$ cat config.mk
export PLATFORM = sky130hd
export DESIGN_NAME = sample_fetch_ctrl_flat
export DESIGN_NICKNAME = d
export VERILOG_FILES = /design/src/rtl/sample_fetch_ctrl_pkg.sv /design/src/rtl/sample_fetch_ctrl_if.sv /design/src/rtl/sample_fetch_ctrl_fifo.sv /design/src/rtl/sample_fetch_ctrl.sv /design/src/flat_wrapper.sv
export SDC_FILE = /design/constraint.sdc
export NUM_CORES = 1
export LEC_CHECK = 0
export CORE_AREA = 2 2 145 147
export CTS_BUF_LIST = sky130_fd_sc_hd__clkbuf_8
export CTS_CLUSTER_DIAMETER = 60
export CTS_CLUSTER_SIZE = 30
export DETAILED_ROUTE_END_ITERATION = 8
export DIE_AREA = 0 0 147 149
export HOLD_SLACK_MARGIN = 0.05
export SYNTH_ARGS = -nofsm -noshare
export SYNTH_HDL_FRONTEND = slang
export SYNTH_SLANG_ARGS = --single-unit
$ cat constraint.sdc
create_clock -name Clk -period 2.8 [get_ports Clk]
set_clock_uncertainty 0.15 [all_clocks]
set_input_delay 0.42 -clock Clk [delete_from_list [all_inputs] [get_ports Clk]]
set_output_delay 0.42 -clock Clk [all_outputs]
set_load 0.01 [all_outputs]
$ cat src/rtl/sample_fetch_ctrl_pkg.sv
// ---------------------------------------------------------------------------
// mp3_pkg
// Shared types and constants for the SDRAM sample fetch path of mp3player_soc.
//   fs_state_t   : bridge sequencing states of sample_fetch_ctrl
//   SAMPLE_W     : audio sample / SDRAM word width
//   BYTE_EN_FULL : both byte lanes enabled
//   sat_inc8     : 8-bit increment that sticks at 8'hFF
// ---------------------------------------------------------------------------
package mp3_pkg;

    localparam int SAMPLE_W = 16;

    localparam logic [1:0] BYTE_EN_FULL = 2'b11;

    typedef enum logic [1:0] {
        FS_IDLE  = 2'd0,
        FS_WRITE = 2'd1,
        FS_READ  = 2'd2,
        FS_GAP   = 2'd3
    } fs_state_t;

    function automatic logic [7:0] sat_inc8(input logic [7:0] value);
        return (value == 8'hFF) ? value : value + 8'd1;
    endfunction

endpackage

$ cat src/rtl/sample_fetch_ctrl_if.sv
// ---------------------------------------------------------------------------
// sample_fetch_ctrl_if
// Avalon bridge port used by sample_fetch_ctrl to reach SDRAM.
//   bridge_addr     : word address            (master -> slave)
//   bridge_byte_en  : byte lane enables       (master -> slave)
//   bridge_read     : read strobe             (master -> slave)
//   bridge_write    : write strobe            (master -> slave)
//   bridge_wr_data  : write data              (master -> slave)
//   bridge_ack      : transaction acknowledge (slave -> master)
//   bridge_rd_data  : read data, valid with bridge_ack (slave -> master)
// ---------------------------------------------------------------------------
interface sample_fetch_ctrl_if
    import mp3_pkg::*;
#(
    parameter int ADDR_W = 26
);

    logic [ADDR_W-1:0]   bridge_addr;
    logic [1:0]          bridge_byte_en;
    logic                bridge_read;
    logic                bridge_write;
    logic [SAMPLE_W-1:0] bridge_wr_data;
    logic                bridge_ack;
    logic [SAMPLE_W-1:0] bridge_rd_data;

    modport master (
        output bridge_addr,
        output bridge_byte_en,
        output bridge_read,
        output bridge_write,
        output bridge_wr_data,
        input  bridge_ack,
        input  bridge_rd_data
    );

    modport slave (
        input  bridge_addr,
        input  bridge_byte_en,
        input  bridge_read,
        input  bridge_write,
        input  bridge_wr_data,
        output bridge_ack,
        output bridge_rd_data
    );

endinterface

$ cat src/rtl/sample_fetch_ctrl_fifo.sv
// ---------------------------------------------------------------------------
// sample_fifo
// Small synchronous FIFO holding audio samples between the SDRAM reader and
// the I2S serializer. DEPTH must be a power of two and at least 2 so the
// read/write pointers wrap naturally.
//   clk, reset : clock and synchronous active-high reset
//   push       : write push_data (ignored when full)
//   push_data  : sample to store
//   pop        : discard the head entry (ignored when empty)
//   head       : oldest stored sample
//   count      : number of stored samples, 0..DEPTH
//   full/empty : count == DEPTH / count == 0
// ---------------------------------------------------------------------------
module sample_fifo
    import mp3_pkg::*;
#(
    parameter int DEPTH = 4
) (
    input  logic                      clk,
    input  logic                      reset,
    input  logic                      push,
    input  logic [SAMPLE_W-1:0]       push_data,
    input  logic                      pop,
    output logic [SAMPLE_W-1:0]       head,
    output logic [$clog2(DEPTH):0]    count,
    output logic                      full,
    output logic                      empty
);

    localparam int PTR_W = $clog2(DEPTH);
    localparam int CNT_W = PTR_W + 1;
    localparam logic [CNT_W-1:0] DEPTH_CNT = CNT_W'(DEPTH);

    logic [SAMPLE_W-1:0] mem_q [DEPTH];
    logic [SAMPLE_W-1:0] mem_d [DEPTH];
    logic [PTR_W-1:0]    wr_ptr_q, wr_ptr_d;
    logic [PTR_W-1:0]    rd_ptr_q, rd_ptr_d;
    logic [CNT_W-1:0]    count_q, count_d;
    logic                do_push;
    logic                do_pop;

    assign full    = (count_q == DEPTH_CNT);
    assign empty   = (count_q == '0);
    assign do_push = push && !full;
    assign do_pop  = pop && !empty;
    assign head    = mem_q[rd_ptr_q];
    assign count   = count_q;

    // A simultaneous push and pop leaves the occupancy unchanged.
    always_comb begin
        mem_d    = mem_q;
        wr_ptr_d = wr_ptr_q;
        rd_ptr_d = rd_ptr_q;
        count_d  = count_q;
        if (do_push) begin
            mem_d[wr_ptr_q] = push_data;
            wr_ptr_d        = wr_ptr_q + PTR_W'(1);
        end
        if (do_pop) begin
            rd_ptr_d = rd_ptr_q + PTR_W'(1);
        end
        case ({do_push, do_pop})
            2'b10:   count_d = count_q + CNT_W'(1);
            2'b01:   count_d = count_q - CNT_W'(1);
            default: count_d = count_q;
        endcase
    end

    // Storage itself is not cleared; the pointers make stale entries invisible.
    always_ff @(posedge clk) begin
        if (reset) begin
            wr_ptr_q <= '0;
            rd_ptr_q <= '0;
            count_q  <= '0;
        end else begin
            wr_ptr_q <= wr_ptr_d;
            rd_ptr_q <= rd_ptr_d;
            count_q  <= count_d;
        end
        mem_q <= mem_d;
    end

endmodule

$ cat src/rtl/sample_fetch_ctrl.sv
// ---------------------------------------------------------------------------
// sample_fetch_ctrl
// Sequencer and arbiter for the SDRAM Avalon bridge port. While the SD-card
// loader is running, its word writes own the bridge. Once loading is done and
// play is enabled, 16-bit samples are streamed from a circular SDRAM region
// [BASE_ADDR, BASE_ADDR+LEN-1] into a small FIFO. Each sample_req from the
// I2S serializer is answered one cycle later with the FIFO head, or with
// silence and an underrun count when the FIFO is empty.
//   Clk, Reset     : clock and synchronous active-high reset
//   load_we        : loader word pending (held until load_ack)
//   load_addr/data : loader word address / data
//   load_done      : loader finished (level)
//   load_ack       : one-cycle pulse, loader word committed
//   play           : 1 = stream samples, 0 = pause
//   bridge         : Avalon bridge master port
//   sample_req     : one-cycle request from the serializer
//   sample_out     : sample handed to the serializer
//   sample_valid   : one-cycle pulse, sample_out valid
//   underrun_cnt   : saturating count of requests that found the FIFO empty
// ---------------------------------------------------------------------------
module sample_fetch_ctrl
    import mp3_pkg::*;
#(
    parameter int                ADDR_W     = 26,
    parameter int                FIFO_DEPTH = 4,
    parameter logic [ADDR_W-1:0] BASE_ADDR  = ADDR_W'(26'h0000000),
    parameter logic [ADDR_W-1:0] LEN        = ADDR_W'(26'h0100000)
) (
    input  logic                  Clk,
    input  logic                  Reset,
    input  logic                  load_we,
    input  logic [ADDR_W-1:0]     load_addr,
    input  logic [SAMPLE_W-1:0]   load_data,
    input  logic                  load_done,
    output logic                  load_ack,
    input  logic                  play,
    sample_fetch_ctrl_if.master   bridge,
    input  logic                  sample_req,
    output logic [SAMPLE_W-1:0]   sample_out,
    output logic                  sample_valid,
    output logic [7:0]            underrun_cnt
);

    localparam int CNT_W = $clog2(FIFO_DEPTH) + 1;
    localparam logic [CNT_W-1:0]  DEPTH_CNT = CNT_W'(FIFO_DEPTH);
    // Last word of the sample loop; wraps modulo 2**ADDR_W like the pointer.
    localparam logic [ADDR_W-1:0] LAST_ADDR = BASE_ADDR + LEN - ADDR_W'(1);

    fs_state_t           state_q, state_d;
    logic [ADDR_W-1:0]   rd_ptr_q, rd_ptr_d;
    logic [ADDR_W-1:0]   addr_q, addr_d;
    logic [1:0]          byte_en_q, byte_en_d;
    logic                read_q, read_d;
    logic                write_q, write_d;
    logic [SAMPLE_W-1:0] wr_data_q, wr_data_d;
    logic                load_ack_q, load_ack_d;
    logic [SAMPLE_W-1:0] sample_out_q, sample_out_d;
    logic                sample_valid_q, sample_valid_d;
    logic [7:0]          underrun_q, underrun_d;

    logic                fifo_push;
    logic                fifo_pop;
    logic [SAMPLE_W-1:0] fifo_head;
    logic [CNT_W-1:0]    fifo_count;
    logic                fifo_full;
    logic                fifo_empty;
    logic                fifo_has_room;

    sample_fifo #(
        .DEPTH (FIFO_DEPTH)
    ) u_fifo (
        .clk       (Clk),
        .reset     (Reset),
        .push      (fifo_push),
        .push_data (bridge.bridge_rd_data),
        .pop       (fifo_pop),
        .head      (fifo_head),
        .count     (fifo_count),
        .full      (fifo_full),
        .empty     (fifo_empty)
    );

    // Reads are only launched with a free slot, and only one transaction is
    // ever outstanding, so the pushed word always fits.
    assign fifo_has_room = (fifo_count < DEPTH_CNT);

    // Bridge sequencing. Every bridge output is computed one cycle ahead so it
    // comes straight from a flop: strobes rise the cycle after the FS_IDLE
    // decision and drop on the edge that samples bridge_ack. FS_GAP gives the
    // loader a cycle to present its next word after load_ack.
    always_comb begin
        state_d    = state_q;
        rd_ptr_d   = rd_ptr_q;
        addr_d     = addr_q;
        byte_en_d  = byte_en_q;
        read_d     = read_q;
        write_d    = write_q;
        wr_data_d  = wr_data_q;
        load_ack_d = 1'b0;
        fifo_push  = 1'b0;

        case (state_q)
            FS_IDLE: begin
                if (load_we && !load_done) begin
                    state_d   = FS_WRITE;
                    write_d   = 1'b1;
                    addr_d    = load_addr;
                    wr_data_d = load_data;
                    byte_en_d = BYTE_EN_FULL;
                end else if (load_done && play && fifo_has_room) begin
                    state_d   = FS_READ;
                    read_d    = 1'b1;
                    addr_d    = rd_ptr_q;
                    byte_en_d = BYTE_EN_FULL;
                end
            end
            FS_WRITE: begin
                if (bridge.bridge_ack) begin
                    state_d    = FS_GAP;
                    write_d    = 1'b0;
                    addr_d     = '0;
                    wr_data_d  = '0;
                    byte_en_d  = '0;
                    load_ack_d = 1'b1;
                end
            end
            FS_READ: begin
                // A read already on the bus finishes even if play drops.
                if (bridge.bridge_ack) begin
                    state_d   = FS_GAP;
                    read_d    = 1'b0;
                    addr_d    = '0;
                    byte_en_d = '0;
                    fifo_push = !fifo_full;
                    rd_ptr_d  = (rd_ptr_q == LAST_ADDR) ? BASE_ADDR
                                                        : rd_ptr_q + ADDR_W'(1);
                end
            end
            FS_GAP: begin
                state_d = FS_IDLE;
            end
            default: begin
                state_d = FS_IDLE;
            end
        endcase
    end

    // Serializer side runs independently of play. An empty FIFO answers with
    // silence; a pop and a same-cycle read push both land on the next edge.
    always_comb begin
        sample_valid_d = sample_req;
        sample_out_d   = sample_out_q;
        underrun_d     = underrun_q;
        fifo_pop       = sample_req && !fifo_empty;
        if (sample_req) begin
            if (fifo_empty) begin
                sample_out_d = '0;
                underrun_d   = sat_inc8(underrun_q);
            end else begin
                sample_out_d = fifo_head;
            end
        end
    end

    always_ff @(posedge Clk) begin
        if (Reset) begin
            state_q        <= FS_IDLE;
            rd_ptr_q       <= BASE_ADDR;
            addr_q         <= '0;
            byte_en_q      <= '0;
            read_q         <= 1'b0;
            write_q        <= 1'b0;
            wr_data_q      <= '0;
            load_ack_q     <= 1'b0;
            sample_out_q   <= '0;
            sample_valid_q <= 1'b0;
            underrun_q     <= '0;
        end else begin
            state_q        <= state_d;
            rd_ptr_q       <= rd_ptr_d;
            addr_q         <= addr_d;
            byte_en_q      <= byte_en_d;
            read_q         <= read_d;
            write_q        <= write_d;
            wr_data_q      <= wr_data_d;
            load_ack_q     <= load_ack_d;
            sample_out_q   <= sample_out_d;
            sample_valid_q <= sample_valid_d;
            underrun_q     <= underrun_d;
        end
    end

    assign bridge.bridge_addr    = addr_q;
    assign bridge.bridge_byte_en = byte_en_q;
    assign bridge.bridge_read    = read_q;
    assign bridge.bridge_write   = write_q;
    assign bridge.bridge_wr_data = wr_data_q;

    assign load_ack     = load_ack_q;
    assign sample_out   = sample_out_q;
    assign sample_valid = sample_valid_q;
    assign underrun_cnt = underrun_q;

endmodule

$ cat src/flat_wrapper.sv
// flat-port wrapper written by rule: the top's interface ports become plain ports
module sample_fetch_ctrl_flat import mp3_pkg::*;
#(
    parameter int                ADDR_W     = 26,
    parameter int                FIFO_DEPTH = 4,
    parameter logic [ADDR_W-1:0] BASE_ADDR  = ADDR_W'(26'h0000000),
    parameter logic [ADDR_W-1:0] LEN        = ADDR_W'(26'h0100000)
)
  (Clk, Reset, load_we, load_addr, load_data, load_done, load_ack, play, sample_req, sample_out, sample_valid, underrun_cnt, bridge_bridge_addr, bridge_bridge_byte_en, bridge_bridge_read, bridge_bridge_write, bridge_bridge_wr_data, bridge_bridge_ack, bridge_bridge_rd_data);
  sample_fetch_ctrl_if #(.ADDR_W(ADDR_W)) bridge_i ();
  input  logic Clk;
  input  logic Reset;
  input  logic load_we;
  input  logic [ADDR_W-1:0] load_addr;
  input  logic [SAMPLE_W-1:0] load_data;
  input  logic load_done;
  output logic load_ack;
  input  logic play;
  input  logic sample_req;
  output logic [SAMPLE_W-1:0] sample_out;
  output logic sample_valid;
  output logic [7:0] underrun_cnt;
  output wire logic [$bits(bridge_i.bridge_addr)-1:0] bridge_bridge_addr;
  output wire logic [$bits(bridge_i.bridge_byte_en)-1:0] bridge_bridge_byte_en;
  output wire logic [$bits(bridge_i.bridge_read)-1:0] bridge_bridge_read;
  output wire logic [$bits(bridge_i.bridge_write)-1:0] bridge_bridge_write;
  output wire logic [$bits(bridge_i.bridge_wr_data)-1:0] bridge_bridge_wr_data;
  input wire logic [$bits(bridge_i.bridge_ack)-1:0] bridge_bridge_ack;
  input wire logic [$bits(bridge_i.bridge_rd_data)-1:0] bridge_bridge_rd_data;
  assign bridge_bridge_addr = bridge_i.bridge_addr;
  assign bridge_bridge_byte_en = bridge_i.bridge_byte_en;
  assign bridge_bridge_read = bridge_i.bridge_read;
  assign bridge_bridge_write = bridge_i.bridge_write;
  assign bridge_bridge_wr_data = bridge_i.bridge_wr_data;
  assign bridge_i.bridge_ack = bridge_bridge_ack;
  assign bridge_i.bridge_rd_data = bridge_bridge_rd_data;
  sample_fetch_ctrl #(.ADDR_W(ADDR_W), .FIFO_DEPTH(FIFO_DEPTH), .BASE_ADDR(BASE_ADDR), .LEN(LEN)) u_core (.Clk(Clk), .Reset(Reset), .load_we(load_we), .load_addr(load_addr), .load_data(load_data), .load_done(load_done), .load_ack(load_ack), .play(play), .bridge(bridge_i), .sample_req(sample_req), .sample_out(sample_out), .sample_valid(sample_valid), .underrun_cnt(underrun_cnt));
endmodule
After elaboration in Yosys (flattened, before gate mapping)
Cells that the tools add are included.
Operators by class
  reduce and logical (&&, ||, !) cells: 24
  eq/ne operators: 15
  add/subtract/negate cells: 6
  mux-type cells: 33
  bitwise operators: 4
  order comparisons: 4
Operators with widths (number)
  $mux W26: 4
  $mux W16: 6
  $bwmux W64: 1
  $pmux W26 S2: 1
  $bmux W16 S2: 1
  $demux W16 S2: 1
  $pmux W16 S2: 1
  $add A26 B1 Y26 const B: 1
  $eq A26 B20 Y1 const B: 1
  $mux W2: 6
  $reduce_and A3 Y1: 3
  $add A8 B1 Y8 const B: 1
  $eq A8 B8 Y1 const B: 1
  $reduce_bool A2 Y1: 4
  $logic_and A1 B1 Y1: 7
  $mux W1: 7
  $eq A2 B2 Y1 const B: 3
  $ge A3 B3 Y1 const B: 2
  $ne A2 B1 Y1 const B: 3
  $ne A2 B2 Y1 const B: 3
  $not A2 Y3: 2
  $pmux W2 S3: 1
  $pmux W3 S2: 1
  $add A2 B1 Y2 const B: 2
  other kinds (16): 23
Storage, ports and cells
  input port bits: 65
  register bits after elaboration: 171

Longest topological paths before layout
Gate-level depths: netlist (run 1).
  depth after elaboration: 7
  depth in mapped cells: 11

Hierarchy
From an unflattened synthesis (run 1), not the netlist that was laid out.
Second synthesis, totals
  cells, all modules: 613
  area, all modules: 7109.3 um2
Modules (own cells, without submodules)
  sample_fetch_ctrl: times used 1, area each 4320.4 um2, cells each 479
  sample_fifo: times used 1, area each 2788.9 um2, cells each 134

Worst setup path before layout (run 1)
OpenSTA, ideal clock, no wires.
  path kind: input to register
  from: in sample_req
  to: reg u_core.u_fifo.count_q[2], in the netlist u_core.u_fifo.count[2]
  path buffers: 3
  required time: 2580 ps
  data arrival time: 2615 ps
  stages: 10
  setup slack: -36 ps
  cell sequence: clkbuf_1 o31a_1 clkbuf_1 clkbuf_1 ha_1 inv_1 fa_1 xor2_1 or3_1 a21oi_1
Between the ends
  cells in the longest elaborated chain, start to end: 4
  elaborated cells between the ends (all ways): 6
  classes of those cells: eq/ne: 2; mux: 1; reduce/logical: 3
Ends and longest elaborated chain
  start, declared: RTL line flat_wrapper.sv:19  | input logic sample_req;
  $logic_and A1 B1 Y1 (*): RTL line sample_fetch_ctrl.sv:154  | fifo_pop = sample_req && !fifo_empty;
  $logic_and A1 B1 Y1 (*): RTL line sample_fetch_ctrl_fifo.sv:45  | assign do_pop = pop && !empty;
  via u_core.u_fifo.do_pop: RTL line sample_fetch_ctrl_fifo.sv:40  | logic do_pop;
  $eq A2 B1 Y1 or $eq A2 B2 Y1 (tied branches): RTL line sample_fetch_ctrl_fifo.sv:62  | case ({do_push, do_pop})
  $pmux W3 S2 or $reduce_bool A2 Y1 (tied branches)
  end signal, assigned: RTL line sample_fetch_ctrl_fifo.sv:78  | count_q <= count_d;
  end, declared: RTL line sample_fetch_ctrl_fifo.sv:38  | logic [CNT_W-1:0] count_q, count_d;
The timed path passes the listed nets; every way through them passes the cells marked *.
A chain may end at the register's enable or synchronous reset.

Worst setup path in the final report (run 1)
  from: reg u_core.state_q[0]
  to: reg u_core.u_fifo.count_q[2], in the netlist u_core.u_fifo.count[2]
Between the ends
  cells in the longest elaborated chain, start to end: 5
  elaborated cells between the ends (all ways): 7
  classes of those cells: eq/ne: 3; mux: 2; reduce/logical: 2
Ends and longest elaborated chain
  start, declared: RTL line sample_fetch_ctrl.sv:49  | fs_state_t state_q, state_d;
  start signal, assigned: RTL line sample_fetch_ctrl.sv:179  | state_q <= state_d;
  $eq A2 B2 Y1 (*): RTL line sample_fetch_ctrl.sv:102  | case (state_q)
  $mux W1 (*): RTL line sample_fetch_ctrl.sv:102
  $logic_and A1 B1 Y1 (*): RTL line sample_fetch_ctrl_fifo.sv:44  | assign do_push = push && !full;
  $eq A2 B1 Y1 or $eq A2 B2 Y1 (tied branches): RTL line sample_fetch_ctrl_fifo.sv:62
  $pmux W3 S2 or $reduce_bool A2 Y1 (tied branches)
Mark *: on every way between the ends. The rest lies on a longest branch, timed or not.

==> summary.md, run 1 <==
| Metric | Value |
|---|---|
| Via Count | `roughly 5200` |
| Critical path's largest stage delay | `about 0.4 ns` |
| Clock Sinks | `170` |
| Clk network pwr share | `0.275` |
| First-pass GRT wire length | `approximately 27 mm` |
| # diodes | `0` |
| Layout Nets | `between 800 and 900` |
| CTS buffer count | `17` |
| Drt drc | `0` |
| WP buf/inv | `3` |
| Hold/Removal Path Class | `in -> reg` |
| Initial antenna violation count | `0` |
| Max_slew headroom | `0.2751` |
| Asr flop ratio synth | `0` |
| Yosys Warn Count | `0` |
| Status | `finished, final reports clean` |
| Switching Power | `between 1.5 and 2 mW` |
| Post-DR vias/cell | `5.042` |
| Comb pwr share | `0.254` |
| P&R area growth vs syn | `29.50%` |
| CTS Hold Buffers Added | `0` |
| Crit path max fanout | `6` |
| Sw frac | `0.3104` |
| Reg2reg start | `u_core.state_q[0]` |
| Reg power frac | `0.471` |
| PostCTS Resize Cnt | `0` |
| Detail Route Antenna Nets | `0` |
| Synthesized instance count | `around 610` |
| Cell variety after synth | `about 50` |
| Max Fclk | `390.5 MHz` |
| Post-synth EDFFs | `between 60 and 70` |
| Gr ovfl total | `0` |
| Largest family of logic cells by synthesized area | `simple AND/OR/NAND/NOR gates` |
| Hold Crit Start | `Reset` |
| Total power | `roughly 6.1 mW` |
| Synthesized cell area | `between 0.007 and 0.008 mm^2` |
| Reg area | `0.004044 mm^2` |
| Row count | `53` |
| Simple-gate area share of the yosys netlist | `0.1411` |
| Post-CTS setup buffers | `0` |
| Buffers on Ports | `between 100 and 150` |
| Layout fillers | `around 1900` |
| Crit path time final | `~2.6 ns` |
| Synth Area in XOR/XNOR | `0.02482` |
| Most frequent cell on the critical path | `inv_1` |
| Pwr Density | `around 670 mW/mm^2` |
| Leakage dissipation | `3.059 nW` |
| Worst path cell trace | `inv_1, ha_1, nand2_1, a31oi_1, inv_1, ha_1, inv_1, fa_1, xor2_1, or3_1, a21oi_1` |
| Clock slew seen by the registers of the worst setup and hold paths | `0.09 ns` |
| Post-Synth Adder-Cell Area | `0.02411` |
| Seq/Total Area, Yosys | `0.5730` |
| Hold Fails Final Rpt | `0` |
| Die H | `~150 um` |
| Starting DRT DRC Count | `roughly 270` |
| WP data arrival | `2.80 ns` |
| Pint | `roughly 4.2 mW` |
| Compound-Gate Fraction of Synth Area | `0.1129` |
| Critical path startpoint | `u_core.state_q[0]` |
| Bufs on Longest Clock Path | `2` |
| TritonCTS clock tree | `yes` |
| CP Capture Type | `flip-flop` |
| Delay-heaviest family, CP | `adder cells` |
| Largest net degree at the start of global routing | `between 50 and 60` |
| Final wirelength | `between 15 and 20 mm` |
| Maximum vdd drop | `~0.00036 V` |
| Initial core utilization | `0.3433` |
| WS Path Type | `reg -> reg` |
| Syn nets | `between 600 and 700` |
| Setup TNS | `0 ns` |
| Final HPWL from detailed placement | `between 10 and 15 mm` |
| CORE AREA | `around 0.02 mm^2` |
| Drt first pass iters | `7` |
| Placer Congestion | `0.7701` |
| All-Layer GR Usage | `0.1547` |
| H-tree depth | `4` |
| Period utilization | `0.9145` |
| Worst-Skew Late Latency | `about 0.46 ns` |
| Most common flop cell mapped by yosys | `dfxtp_1` |
| Vias in the first global route | `approximately 5200` |
| Number of synthesized register bits | `170` |
| CP Data Required Time | `a little over 3 ns` |
| Fraction of layout cells with a size suffix above 1 | `0.1319` |
| Critical path launch point type | `flip-flop` |
| RSZ-0062 raised after global routing | `no` |
| Worst path slowest cell | `dfxtp_1` |
| Final setup violating endpoints | `0` |
| WL per Instance | `roughly 16 um` |
| Post-synthesis mux area share | `0.09379` |
| Synth Area per Inst | `11.53 um^2` |
| Worst-margin pin slew | `1.083 ns` |
| Final Max Tran Viols | `0` |
| CTS root buffer | `clkbuf_8` |
| Multi-input gate area | `between 0.002 and 0.003 mm^2` |
| Max cap viols | `0` |
| Die Wd | `around 150 um` |
| Die area | `0.02190 mm^2` |
| I/O pin count | `approximately 140` |
final cells by class:
| class | count | area share |
|---|---|---|
| clock buffer | 18 | 0.02711 |
| timing repair buffer | 154 | 0.1646 |
| clock inverter | 14 | 0.01506 |
| multi-input combinational | 388 | 0.3074 |
| tap | 275 | 0.03765 |
| sequential | 170 | 0.4425 |
| inverter | 14 | 0.005750 |
flip-flops by register name, indices dropped and copies added (netlist names), 3 cells and up:
name	cells
u_core.u_fifo.mem_q	64
u_core.bridge.bridge_addr	26
u_core.rd_ptr_q	26
u_core.bridge.bridge_wr_data	16
u_core.sample_out	16
u_core.underrun_cnt	8
u_core.u_fifo.count	3
metal layers:
metal / global-route usage / routed length [um] / vias to the layer above
met3: 0.03976 / 777 / 17
met1: 0.2010 / 7650 / 2519
met5: 0 / 0 / -
li1: - / - / 2535
met2: 0.2554 / 7831 / 137
met4: 0.04856 / 191 / 0
path summary, 6_finish.rpt:
kind / cells past startpoint / slack (ns) / end
setup / recovery: 11 / 0.24 / u_core.u_fifo.count[2]
hold / removal: 2 / 0.23 / u_core.underrun_cnt[3]
setup reg to reg: 11 / 0.24 / u_core.u_fifo.count[2]
hold reg to reg: 2 / 0.34 / u_core.bridge.bridge_addr[16]
Yosys cell counts (2+ instances only):
library cell,count,area share
a211oi_1,4,0.0043
a21oi_1,37,0.026
a22oi_1,16,0.017
a31o_2,25,0.031
a31oi_1,2,0.0018
and2_1,5,0.0044
and4_1,6,0.0074
buf_1,6,0.0032
buf_2,5,0.0035
clkbuf_1,28,0.015
dfxtp_1,106,0.30
edfxtp_1,64,0.27
ha_1,12,0.021
inv_1,14,0.0074
mux2i_1,29,0.041
mux4_2,16,0.051
nand2_1,20,0.011
nand2b_1,3,0.0027
nand3_1,11,0.0078
nand4_1,8,0.0071
nor2_1,66,0.035
nor2b_1,20,0.018
nor3_1,30,0.021
nor4_1,4,0.0035
o2111ai_1,2,0.0025
o211ai_1,3,0.0032
o21ai_0,6,0.0043
o311ai_0,2,0.0025
o31ai_1,8,0.0085
o32ai_1,2,0.0025
o41ai_1,2,0.0025
or2_2,3,0.0027
or3_1,6,0.0053
or4_1,6,0.0064
xnor2_1,7,0.0087
xor2_1,13,0.016
power groups by stage:
stage / clock, mW / combinational [mW] / sequential [mW]
2_1_floorplan: 0 / 0.954 / 2.96
3_3_place_gp: 0 / 1.53 / 2.93
3_5_place_dp: 0 / 1.56 / 2.94
4_1_cts: 1.76 / 1.57 / 2.88
5_1_grt: 1.84 / 1.73 / 2.90
6_report: 1.68 / 1.55 / 2.88
metrics by stage:
stage                     utilization  cells  hold WS, ns  setup WS (ns)  area [um^2]
final                          0.4446   1033       0.2318         0.2394         9139
after global routing           0.4446   1033       0.2170        0.02223         9139
after CTS                      0.4446   1033       0.2030         0.2555         9139
after detailed placement       0.4258   1001       0.3228         0.1246         8753
after global placement         0.4258   1001       0.3071         0.1929         8753
after floorplan                     -    612       0.3089        0.05940         7058
placed cells by master (no fill, tap or decap), types with 2 or more instances in the layout:
master,n
clkdlybuf4s50_1,135
dfxtp_1,106
nor2_1,66
edfxtp_1,64
a21oi_1,37
nor3_1,30
mux2i_1,29
a31o_2,25
nand2_1,20
nor2b_1,19
clkbuf_8,18
buf_4,17
mux4_2,16
a22oi_1,16
inv_1,15
xor2_1,13
ha_1,12
nand3_1,11
o31ai_1,8
nand4_1,8
xnor2_1,7
and4_1,6
or3_1,6
or4_1,6
o21ai_0,6
and2_1,5
nor4_1,4
a211oi_1,4
inv_6,4
nand2b_1,3
or2_2,3
o211ai_1,3
inv_8,3
a31oi_1,2
o32ai_1,2
o311ai_0,2
o41ai_1,2
o2111ai_1,2
clkinv_4,2
clkinv_2,2
cell families after synthesis:
logic type / after synthesis
AND/OR/NAND/NOR: 195
flip-flops: 170
AO/OA/AOI/OAI: 114
buffers and inverters: 54
multiplexers: 46
XOR/XNOR: 20
adder cells (fa/ha/maj): 13
Note: power is estimated with default switching activity, not from simulation.
==> run 2: changes to the inputs <==
Settings changed: HOLD_SLACK_MARGIN 0.05 to default.
==> results of run 2 <==
Final layout, timing and power as in run 1 (identical DEF).
==> RTL edit 1 (settings of run 2) <==
Change the package constant `SAMPLE_W` from 16 to 20.
--- a/src/rtl/sample_fetch_ctrl_pkg.sv
+++ b/src/rtl/sample_fetch_ctrl_pkg.sv
@@ -9,5 +9,5 @@
 package mp3_pkg;
 
-    localparam int SAMPLE_W = 16;
+    localparam int SAMPLE_W = 20;
 
     localparam logic [1:0] BYTE_EN_FULL = 2'b11;
Ports: changed (resized bridge_bridge_rd_data, bridge_bridge_wr_data, load_data and sample_out); port bits go from 137 to 153. No check against the original RTL was run, so the function may have changed too.
==> RTL edit 1 against run 2 <==
- critical path depth unchanged
- total power grew 14%
- design area increased by 13%
- sequential cell count up 24
- area after synthesis increased by 13%
- utilization rose by 5.9 points
- wire length rose by 19%
- worst setup slack gained 0.10 ns
==> RTL edit 1: results (changes against run 2) <==
metric,value,unit,change
status,"finished, final reports clean",,
vias_per_cell,5.18,,+2.8%
hold_class,register to register,,
met1_usage,21.7,%,+1.6 points
synth_xor_area_share,1.75,%,-0.73 points
wl_met2,9920,um,+27%
io_buffer_count,152,,+12%
first_global_vias,5954,,+14%
synth_common_cells,"dfxtp_1 (114), edfxtp_1 (80), a21oi_1 (72), nor2_1 (66), nand2_1 (43)",,
largest_reg_flops,80,,+25%
irDropWorstVdd,0.000362,V,+1.6%
synth_compound_area_share,9.10,%,-2.2 points
gp_congestion,0.797,,+3.5%
arrival,2.71,ns,-0.09 ns
hold_path_end,u_core.bridge.bridge_addr[24],,
synth_nets,781,,+13%
synth_fa_ha_area_share,2.13,%,-0.29 points
syn_avg_cell_area,11.5,um^2,-0.12%
fin_nets,933,,+13%
drt_iter0_drc,317,,+16%
grt_max_degree,65,,+18%
synth_area_leaders,"edfxtp_1 (30%), dfxtp_1 (29%), mux4_2 (5.6%)",,
hold_start,u_core.bridge.bridge_addr[24],,
hpwl,13500,um,+19%
wire_per_inst,17.2,um,+8.2%
hold_ws,0.305,ns,+0.0735 ns
grt_usage,18.2,%,+2.7 points
synth.mux.area_fraction,9.50,%,+0.13 points
grt_pass1_wl,31100,um,+16%
use_met2,32.6,%,+7.1 points
place_ws,0.124,ns,-0.000634 ns
max_freq,0.407,GHz,+4.2%
grt_util_met3,4.16,%,+0.18 points
## RTL edit 1: cell count changes after synthesis, moves of 9 or more
| cell | before | now |
|---|---|---|
| a21oi_1 | 37 | 72 |
| edfxtp_1 | 64 | 80 |
| nand2_1 | 20 | 43 |
| nor3_1 | 30 | 2 |
| a31o_2 | 25 | 0 |
| or4_1 | 6 | 15 |
| or3_1 | 6 | 35 |
## RTL edit 1: layout make-up
class | count | area (um^2) | area share, %
Sequential cell | 194 | 4680 | 45.2
Clock buffer | 18 | 248 | 2.39
Multi-Input combinational cell | 443 | 3100 | 30.0
Inverter | 15 | 56.3 | 0.544
Tap cell | 275 | 344 | 3.32
Timing Repair Buffer | 176 | 1770 | 17.1
Clock inverter | 14 | 148 | 1.43
## RTL edit 1: power by group
group	switching, W	total [W]	internal, W
logic	0.000937	0.00183	0.000891
clock network	0.00104	0.00180	0.000759
registers	0.000145	0.00333	0.00319
==> RTL edit 2 (flow settings as in run 2) <==
Made on the original files. Register the output `underrun_cnt` once more, with the module's reset; this adds one clock of latency there. The other outputs are not delayed to match.
--- a/src/rtl/sample_fetch_ctrl.sv
+++ b/src/rtl/sample_fetch_ctrl.sv
@@ -200,5 +200,11 @@
     assign sample_out   = sample_out_q;
     assign sample_valid = sample_valid_q;
-    assign underrun_cnt = underrun_q;
+    always_ff @(posedge Clk) begin
+        if (Reset) begin
+            underrun_cnt <= '0;
+        end else begin
+            underrun_cnt <= underrun_q;
+        end
+    end
 
 endmodule
Behaviour: not the same (Yosys sat finds a counterexample within 4 cycles, from zero or initial values and one cycle with Reset high).
==> RTL edit 2 against run 2 <==
- sequential share of layout area increased by 0.47 points
- design area increased by 2.9%
- maximum frequency grew 1.3%
- worst setup slack gained 0.034 ns
- first-iteration DRC count is 13% lower
- area after synthesis increased by 2.4%
- clock power up 11%
- wire length is 3.1% higher
- total power increased by 6.8%
- sequential cell count grew 8
- utilization up 1.3 points
- critical path type unchanged
- critical endpoint unchanged
- largest power group unchanged
- highest routed layer unchanged
==> RTL edit 2: results (changes against run 2) <==
metric,value,unit,change
ctsHtreeMaxLevel,4,,unchanged
place_ws,0.00231,ns,-0.122 ns
p_int,0.00453,W,+7.5%
synth_compound_area_share,10.5,%,-0.82 points
grt_max_degree,53,,-3.6%
drt-total-wl,17000,um,+3.1%
cp_max_fo,5,,-1
synth_xor_area_share,1.94,%,-0.54 points
cts_resized,0,,unchanged
nFillCells,1886,,-0.89%
grt_pass1_wl,27100,um,+1.5%
hpwl,11800,um,+4.6%
clk_path_buf_depth,2,,unchanged
worstSkewPairLatency,0.46,ns,about the same
cts_buffers,17,,unchanged
post_cts_buffers,0,,unchanged
synth.mux.area_fraction,10.1,%,+0.68 points
status,"finished, final reports clean",,
arrival,2.76,ns,-0.04 ns
synth_area_leaders,"dfxtp_1 (32%), edfxtp_1 (27%), mux4_2 (5.0%)",,
drt_iter0_drc,237,,-13%
n_antenna_cell,0,,unchanged
synth_fa_ha_area_share,2.35,%,-0.056 points
tns,0,ns,unchanged
ys_seq_area_share,58.2,%,+0.88 points
vias,5296,,+1.7%
async_flop_share,0,%,unchanged
ys_warn_count,0,,unchanged
largest_reg_flops,64,,unchanged
worstSetupStartpoint,u_core.state_q[0],,
cts_root_buf,clkbuf_8,,
grt_usage,15.7,%,+0.24 points
hold_start,Reset,,
synth_edf_count,64,,unchanged
p_leak,3.22,nW,+5.1%
drive_above_1_share,13.8,%,+0.65 points
io_buffer_count,136,,unchanged
slew_headroom,57.9,%,+30 points
fin_nets,845,,+2.7%
gp_congestion,0.830,,+7.7%
yosysUniqueCellTypes,50,,-2.0%
critPathMaxStageDelay,0.40,ns,about the same
synth_common_cells,"dfxtp_1 (114), nor2_1 (87), edfxtp_1 (64), a22oi_1 (42), a21oi_1 (36)",,
synth_nets,702,,+1.7%
synth_ff_type,dfxtp_1,,
first_global_vias,5280,,+0.84%
top_register,u_core.u_fifo.mem_q,,
drtPass1Iterations,4,,-3
clk_pin_slew_worst_paths,0.10,ns,
hold_class,input pin to register,,
antenna_found_initial,0,,unchanged
slowest_stage,dfxtp_1,,
irDropWorstVdd,0.000376,V,+5.7%
==> RTL edit 2: final cells by class <==
class | count | share of cell area, %
Inverter | 18 | 0.719
Clock buffer | 17 | 2.49
Timing Repair Buffer | 160 | 16.5
Sequential cell | 178 | 44.7
Clock inverter | 15 | 2.05
Tap cell | 275 | 3.66
Multi-Input combinational cell | 392 | 29.9
==> RTL edit 2: per-stage QoR <==
step	cell area, um^2	utilization, %	cells
after floorplan	7230	-	624
after global placement	8970	43.7	1023
after detailed placement	8970	43.7	1023
after CTS	9400	45.7	1055
after global routing	9400	45.7	1055
final	9400	45.7	1055
==> RTL edit 2: cell families after synthesis <==
group | after synthesis
and+or+nand+nor | 201
DFF | 178
AOI/OAI and AO/OA | 113
buffers and inverters | 54
muxes | 49
xor gates and xnor gates | 16
adders and majority gates | 13
==> RTL edit 2: worst paths after layout <==
path | depth (start not counted) | slack, ns | to
worst min register to register | 2 | 0.35 | u_core.bridge.bridge_write
worst max-delay path | 11 | 0.27 | u_core.u_fifo.count[2]
worst max register to register | 11 | 0.27 | u_core.u_fifo.count[2]
worst min-delay path | 2 | 0.22 | u_core.u_fifo.count[0]
==> RTL edit 2: critical path: cells and delay by family, from the launching register on <==
kind	cells	cell delay (ns)
adders and majority gates	3	0.81
and+or+nand+nor	2	0.44
DFF	1	0.40
AOI/OAI and AO/OA	2	0.24
xor gates and xnor gates	1	0.17
buffers and inverters	3	0.26
==> RTL edit 2: power groups by stage <==
| stage | Sequential, W | Combinational [W] | Clock (W) |
|---|---|---|---|
| final | 0.00304 | 0.00161 | 0.00187 |
| after global routing | 0.00307 | 0.00178 | 0.00204 |
| after CTS | 0.00304 | 0.00164 | 0.00193 |
| after detailed placement | 0.00310 | 0.00163 | 0 |
| after global placement | 0.00308 | 0.00161 | 0 |
| after floorplan | 0.00313 | 0.000908 | 0 |
==> RTL edit 2: per-layer routing <==
metal	GRT usage (%)	routed length, um
met1	19.8	7550
met2	26.8	8210
met3	4.50	955
met4	3.99	242
met5	0	0
